--- src/rtl/time_of_day_counter.sv ---
// Time-of-day counter: prescaler, sec/min/hour chain, range-checked set handshake, 12/24h view.
// Optional alarm compare enabled by defining TOD_ALARM_EN.
module time_of_day_counter #(
   parameter int CLK_DIV       = 1,
   parameter int HOURS_PER_DAY = 24
) (
   input  logic       clk_1Hz,
   input  logic       rst,
   input  logic       en,
   input  logic       set_valid,
   output logic       set_ready,
   input  logic [5:0] set_sec,
   input  logic [5:0] set_min,
   input  logic [4:0] set_hr,
   output logic       set_err,
   input  logic       mode_12h,
   output logic [5:0] seconds,
   output logic [5:0] minutes,
   output logic [4:0] hours,
   output logic [4:0] disp_hours,
   output logic       pm,
   output logic       sec_tick,
   output logic       min_tick,
   output logic       hour_tick,
`ifdef TOD_ALARM_EN
   input  logic       alarm_set,
   input  logic [5:0] alarm_min,
   input  logic [4:0] alarm_hr,
   output logic       alarm,
`endif
   output logic       day_tick
);

   localparam int PW = (CLK_DIV > 1) ? $clog2(CLK_DIV) : 1;

   if (CLK_DIV < 1 || CLK_DIV > 65535) begin : g_bad_div
      $error("time_of_day_counter: CLK_DIV out of range 1..65535");
   end
   if (HOURS_PER_DAY < 2 || HOURS_PER_DAY > 32) begin : g_bad_hpd
      $error("time_of_day_counter: HOURS_PER_DAY out of range 2..32");
   end

   logic [PW-1:0] presc_q, presc_d;
   logic [5:0]    sec_q, sec_d, min_q, min_d;
   logic [4:0]    hr_q, hr_d;
   logic          ready_q, ready_d, err_q, err_d;
   logic          stick_q, stick_d, mtick_q, mtick_d, htick_q, htick_d, dtick_q, dtick_d;

   logic          presc_wrap, sec_stb, xfer, set_ok;
   logic          sec_wrap, min_wrap, hr_wrap;
   logic [5:0]    sec_nx, min_nx;
   logic [4:0]    hr_nx, h_mod;

   assign presc_wrap = (presc_q == PW'(CLK_DIV - 1));
   assign sec_stb    = en & presc_wrap;
   assign xfer       = set_valid & ready_q;
   assign set_ok     = (set_sec <= 6'd59) && (set_min <= 6'd59) &&
                       ({1'b0, set_hr} < 6'(HOURS_PER_DAY));

   assign sec_wrap = (sec_q == 6'd59);
   assign min_wrap = (min_q == 6'd59);
   assign hr_wrap  = (hr_q == 5'(HOURS_PER_DAY - 1));
   assign sec_nx   = sec_wrap ? 6'd0 : sec_q + 6'd1;
   assign min_nx   = sec_wrap ? (min_wrap ? 6'd0 : min_q + 6'd1) : min_q;
   assign hr_nx    = (sec_wrap && min_wrap) ? (hr_wrap ? 5'd0 : hr_q + 5'd1) : hr_q;

   always_comb begin
      presc_d = presc_q;
      sec_d   = sec_q;
      min_d   = min_q;
      hr_d    = hr_q;
      ready_d = 1'b1;
      err_d   = 1'b0;
      stick_d = 1'b0;
      mtick_d = 1'b0;
      htick_d = 1'b0;
      dtick_d = 1'b0;
      if (en) presc_d = presc_wrap ? '0 : presc_q + 1'b1;
      // A transfer owns this edge; a coincident second strobe is dropped, not deferred.
      if (xfer) begin
         ready_d = 1'b0;
         if (set_ok) begin
            sec_d   = set_sec;
            min_d   = set_min;
            hr_d    = set_hr;
            presc_d = '0;
         end else begin
            err_d = 1'b1;
         end
      end else if (sec_stb) begin
         sec_d   = sec_nx;
         min_d   = min_nx;
         hr_d    = hr_nx;
         stick_d = 1'b1;
         mtick_d = sec_wrap;
         htick_d = sec_wrap & min_wrap;
         dtick_d = sec_wrap & min_wrap & hr_wrap;
      end
   end

   always_ff @(posedge clk_1Hz or posedge rst) begin
      if (rst) begin
         presc_q <= '0;
         sec_q   <= '0;
         min_q   <= '0;
         hr_q    <= '0;
         ready_q <= 1'b1;
         err_q   <= 1'b0;
         stick_q <= 1'b0;
         mtick_q <= 1'b0;
         htick_q <= 1'b0;
         dtick_q <= 1'b0;
      end else begin
         presc_q <= presc_d;
         sec_q   <= sec_d;
         min_q   <= min_d;
         hr_q    <= hr_d;
         ready_q <= ready_d;
         err_q   <= err_d;
         stick_q <= stick_d;
         mtick_q <= mtick_d;
         htick_q <= htick_d;
         dtick_q <= dtick_d;
      end
   end

   always_comb begin
      h_mod = hr_q;
      if (hr_q >= 5'd24)      h_mod = hr_q - 5'd24;
      else if (hr_q >= 5'd12) h_mod = hr_q - 5'd12;
   end

   assign disp_hours = mode_12h ? ((h_mod == 5'd0) ? 5'd12 : h_mod) : hr_q;
   assign pm         = mode_12h & (hr_q >= 5'd12);
   assign seconds    = sec_q;
   assign minutes    = min_q;
   assign hours      = hr_q;
   assign set_ready  = ready_q;
   assign set_err    = err_q;
   assign sec_tick   = stick_q;
   assign min_tick   = mtick_q;
   assign hour_tick  = htick_q;
   assign day_tick   = dtick_q;

`ifdef TOD_ALARM_EN
   logic       armed_q, alarm_q;
   logic [5:0] al_min_q;
   logic [4:0] al_hr_q;

   // Only a counted minute rollover can fire; loads go through the xfer branch instead.
   always_ff @(posedge clk_1Hz or posedge rst) begin
      if (rst) begin
         armed_q  <= 1'b0;
         alarm_q  <= 1'b0;
         al_min_q <= '0;
         al_hr_q  <= '0;
      end else begin
         alarm_q <= sec_stb & ~xfer & sec_wrap & armed_q &
                    (min_nx == al_min_q) & (hr_nx == al_hr_q);
         if (alarm_set) begin
            armed_q  <= 1'b1;
            al_min_q <= alarm_min;
            al_hr_q  <= alarm_hr;
         end
      end
   end

   assign alarm = alarm_q;
`endif

endmodule

--- config.mk ---
export PLATFORM = sky130hd
export DESIGN_NAME = time_of_day_counter
export DESIGN_NICKNAME = d
export VERILOG_FILES = /design/src/rtl/time_of_day_counter.sv
export SDC_FILE = /design/constraint.sdc
export NUM_CORES = 1
export LEC_CHECK = 0
export CAP_MARGIN = 20
export CORE_ASPECT_RATIO = 0.8
export CORE_MARGIN = 3
export CORE_UTILIZATION = 48
export CTS_BUF_LIST = sky130_fd_sc_hd__clkbuf_8
export DETAILED_ROUTE_END_ITERATION = 10
export GPL_ROUTABILITY_DRIVEN = 1
export GPL_TIMING_DRIVEN = 0
export PLACE_DENSITY_LB_ADDON = 0.1
export SYNTH_ARGS = -nofsm -noshare
export SYNTH_HDL_FRONTEND = slang
export SYNTH_SLANG_ARGS = --single-unit
--- constraint.sdc ---
create_clock -name clk_1Hz -period 3.4 [get_ports clk_1Hz]
set_input_delay 0.68 -clock clk_1Hz [delete_from_list [all_inputs] [get_ports clk_1Hz]]
set_output_delay 0.68 -clock clk_1Hz [all_outputs]
set_load 0.01 [all_outputs]
==> results.md <==
* Slew HR at 0.415
* Final GP Congestion at 0.873
* Int Pwr at 0.859 mW
* Ranking of synthesized cells by area: dfrtp_1 (37%), ha_1 (7.1%), a21oi_1 (5.1%)
* DP HPWL at 3.48 mm
* Root buffer cell: clkbuf_8
* Min cycle time layout at 3300 ps
* Seq cells post-synth at 24
* Fmax at 303 MHz
* N_diodes at 0
* Maximum vdd drop at 0.374 mV
* Routed wire length at 4.68 mm
* Pwr dens at 663 mW/mm2
* Die X at 70.1 um
* Switching power total at 0.596 mW
* DR WL/cell at 16.8 um
* Yosys top cell area share at 0.365
* Max-slew violations at 0
* Post-Syn Area per Cell at 8.57 um2
* CTS Buf Count at 3
* Number of clock sinks at 24
* Die Area at 0.00401 mm2
* Status: complete, no violations
* Htree depth at 1
* Post-Place Worst Slack at 121 ps
* Total power at 1.46 mW
* Flop pwr share at 0.340
* Fin util at 0.748
* Largest area contributor in the netlist: dfrtp_1
* Static Leakage at 0.933 nW
* Layout cells sized above 1 at 0.0917
* CTS clk-pin slew, worst paths at 80 ps
* Residual DRC at 0
* Critical path data required time at 2720 ps
* Crit-path max FO at 8
* Final Worst Setup Slack at 99.5 ps
* Crit path kind: reg -> out
* I/O pins at 51
* Via count at 1,710
* Synthesized instance count at 184
* Mapped Area at 0.00158 mm2
* RSZ-0062 raised after global routing: no
* DP Cell Count at 272
* Site row count at 17
* Vias in the first global route at 1,651
* Combinational fraction of design power at 0.546
* Grt total ovfl at 0
* Crit path arrival time at 2620 ps
* Area delta synth->final at 39.3%
* Final nets at 272
* Die Y at 57.3 um
* Critical Path Sink Type: output pin
* Post-synth EDFFs at 0
* Final Cycle Share at 0.971
* Ys flop type: dfrtp_1
* Largest net degree at the start of global routing at 25
* Setup_tns at 0 ps
* Initial antenna violation count at 0
* Detailed Routing Iterations Pass 1 at 4
* Iteration-0 DRC Markers at 128
* Syn Nets at 215
* Min-delay worst type: reg -> reg
* Switching part of the total at 0.409
* Placed cell area at 0.00212 mm2
* Worst-skew pair later-pin latency at 260 ps
* Ys Warns at 0
* Port Buffers at 50
* Slew @ Worst Pin at 876 ps
* Max Cap Viol at 0
* Worst clock skew at 4.41 ps
* Sequential fraction of the synthesis area at 0.382
* Non-Filler Instances at 278
* Setup crit start kind: register
* Post-CTS Hold Buffers at 0
* Setup-failing EPs final at 0
* CTS tree: built
* Worst hold margin at 548 ps
* Clock power share at 0.114
* Vias per Instance at 6.15
* Core ar. at 0.00294 mm2
* Clock tree buffer depth at 2
* Initial Util at 0.537
* Distinct cells, synth at 46
* Asr flop ratio synth at 1.00
* GRT Util Overall at 0.234
* ANT nets after route at 0
* First-pass GRT wire length at 7.58 mm
* Final hold violations at 0
* Design area at 0.00220 mm2
-- per-layer routing --
metal | track usage | wire (um) | vias to the layer above
met5 | 0 | 0 | -
met4 | 0.0847 | 97 | 0
met3 | 0.0528 | 286 | 14
met2 | 0.386 | 2280 | 74
met1 | 0.304 | 2010 | 838
li1 | - | - | 784
-- what timing repair did --
item | 4_1_cts | 5_1_grt
setup endpoints to repair | 4 | 1
hold endpoints to repair | 0 | 0
pin swaps | 1 | 2
resized for setup | 8 | 2
setup buffers | 1 | 1
-- logic make-up after synthesis --
kind of cell             Yosys count  share of synthesized area
buffers and inverters             24                     0.0643
flip-flops                        24                      0.382
adder cells (fa/ha/maj)            9                     0.0714
AND/OR/NAND/NOR                   68                      0.228
AO/OA/AOI/OAI                     56                      0.237
XOR/XNOR                           2                     0.0111
multiplexers                       1                    0.00635
-- power by group through the flow --
stage	clock (mW)	combinational, mW	sequential (mW)
floorplan	0	0.398	0.497
global placement	0	0.737	0.482
detailed placement	0	0.769	0.489
CTS	0.167	0.769	0.488
global route	0.184	0.861	0.509
finish	0.166	0.795	0.494
-- critical path: stages (launching register included) --
cell	delay, ps
dfrtp_2	450
inv_1	90
ha_1	230
a221o_1	360
and3_4	210
a221o_1	360
buf_4	170
a31oi_1	190
dlygate4sd2_1	290
-- path summary, 6_finish.rpt --
path	from	end	slack (ps)	cells past startpoint
worst max-delay path	hours[0]$_DFFE_PP0P_	disp_hours[1]	100	8
worst min-delay path	minutes[1]$_DFFE_PP0P_	minutes[1]$_DFFE_PP0P_	550	2
worst max register to register	minutes[0]$_DFFE_PP0P_	hours[3]$_DFFE_PP0P_	1140	6
worst min register to register	minutes[1]$_DFFE_PP0P_	minutes[1]$_DFFE_PP0P_	550	2
max in group asynchronous	rst	hours[2]$_DFFE_PP0P_	1890	2
min in group asynchronous	rst	minutes[3]$_DFFE_PP0P_	910	2
-- layout make-up --
type / count / area [um2]
well taps: 38 / 47.5
plain buffers: 7 / 37.5
fillers: 227 / 739
inverters: 17 / 63.8
clock inverters: 1 / 3.75
repair buffers: 52 / 514
clock buffers: 3 / 41.3
flip-flops and latches: 24 / 607
multi-input cells: 136 / 881
-- registers in the layout (all words and copies together) (netlist names) --
register   cells
day_tick       1
hour_tick      1
hours          5
min_tick       1
minutes        6
presc_q        1
sec_tick       1
seconds        6
set_err        1
set_ready      1
-- cell usage after synthesis, types with 5 or more instances --
library cell and count:
inv_1 17, nor2_1 12, dfrtp_1 23, nand4_1 5, ha_1 9, nand3_1 8
a31oi_1 5, o21ai_0 12, nand2_1 17, nor3_1 7, o22ai_1 5, a21oi_1 16
-- cells in the final DEF, fill, tap and decap left out, types with 3 or more instances in the layout --
master,n
nand4_1,5
a21oi_1,16
and2_1,4
inv_1,18
nand2b_1,3
o22ai_1,5
nor3_1,6
nand3_1,8
nand2_1,17
ha_1,8
o21ai_0,12
clkbuf_8,3
a22o_1,3
dfrtp_1,19
nor2_1,12
buf_2,3
a31oi_1,5
clkdlybuf4s50_1,46
dfrtp_2,4
dlygate4sd2_1,3
No activity file was read; power rests on OpenSTA's default activity.
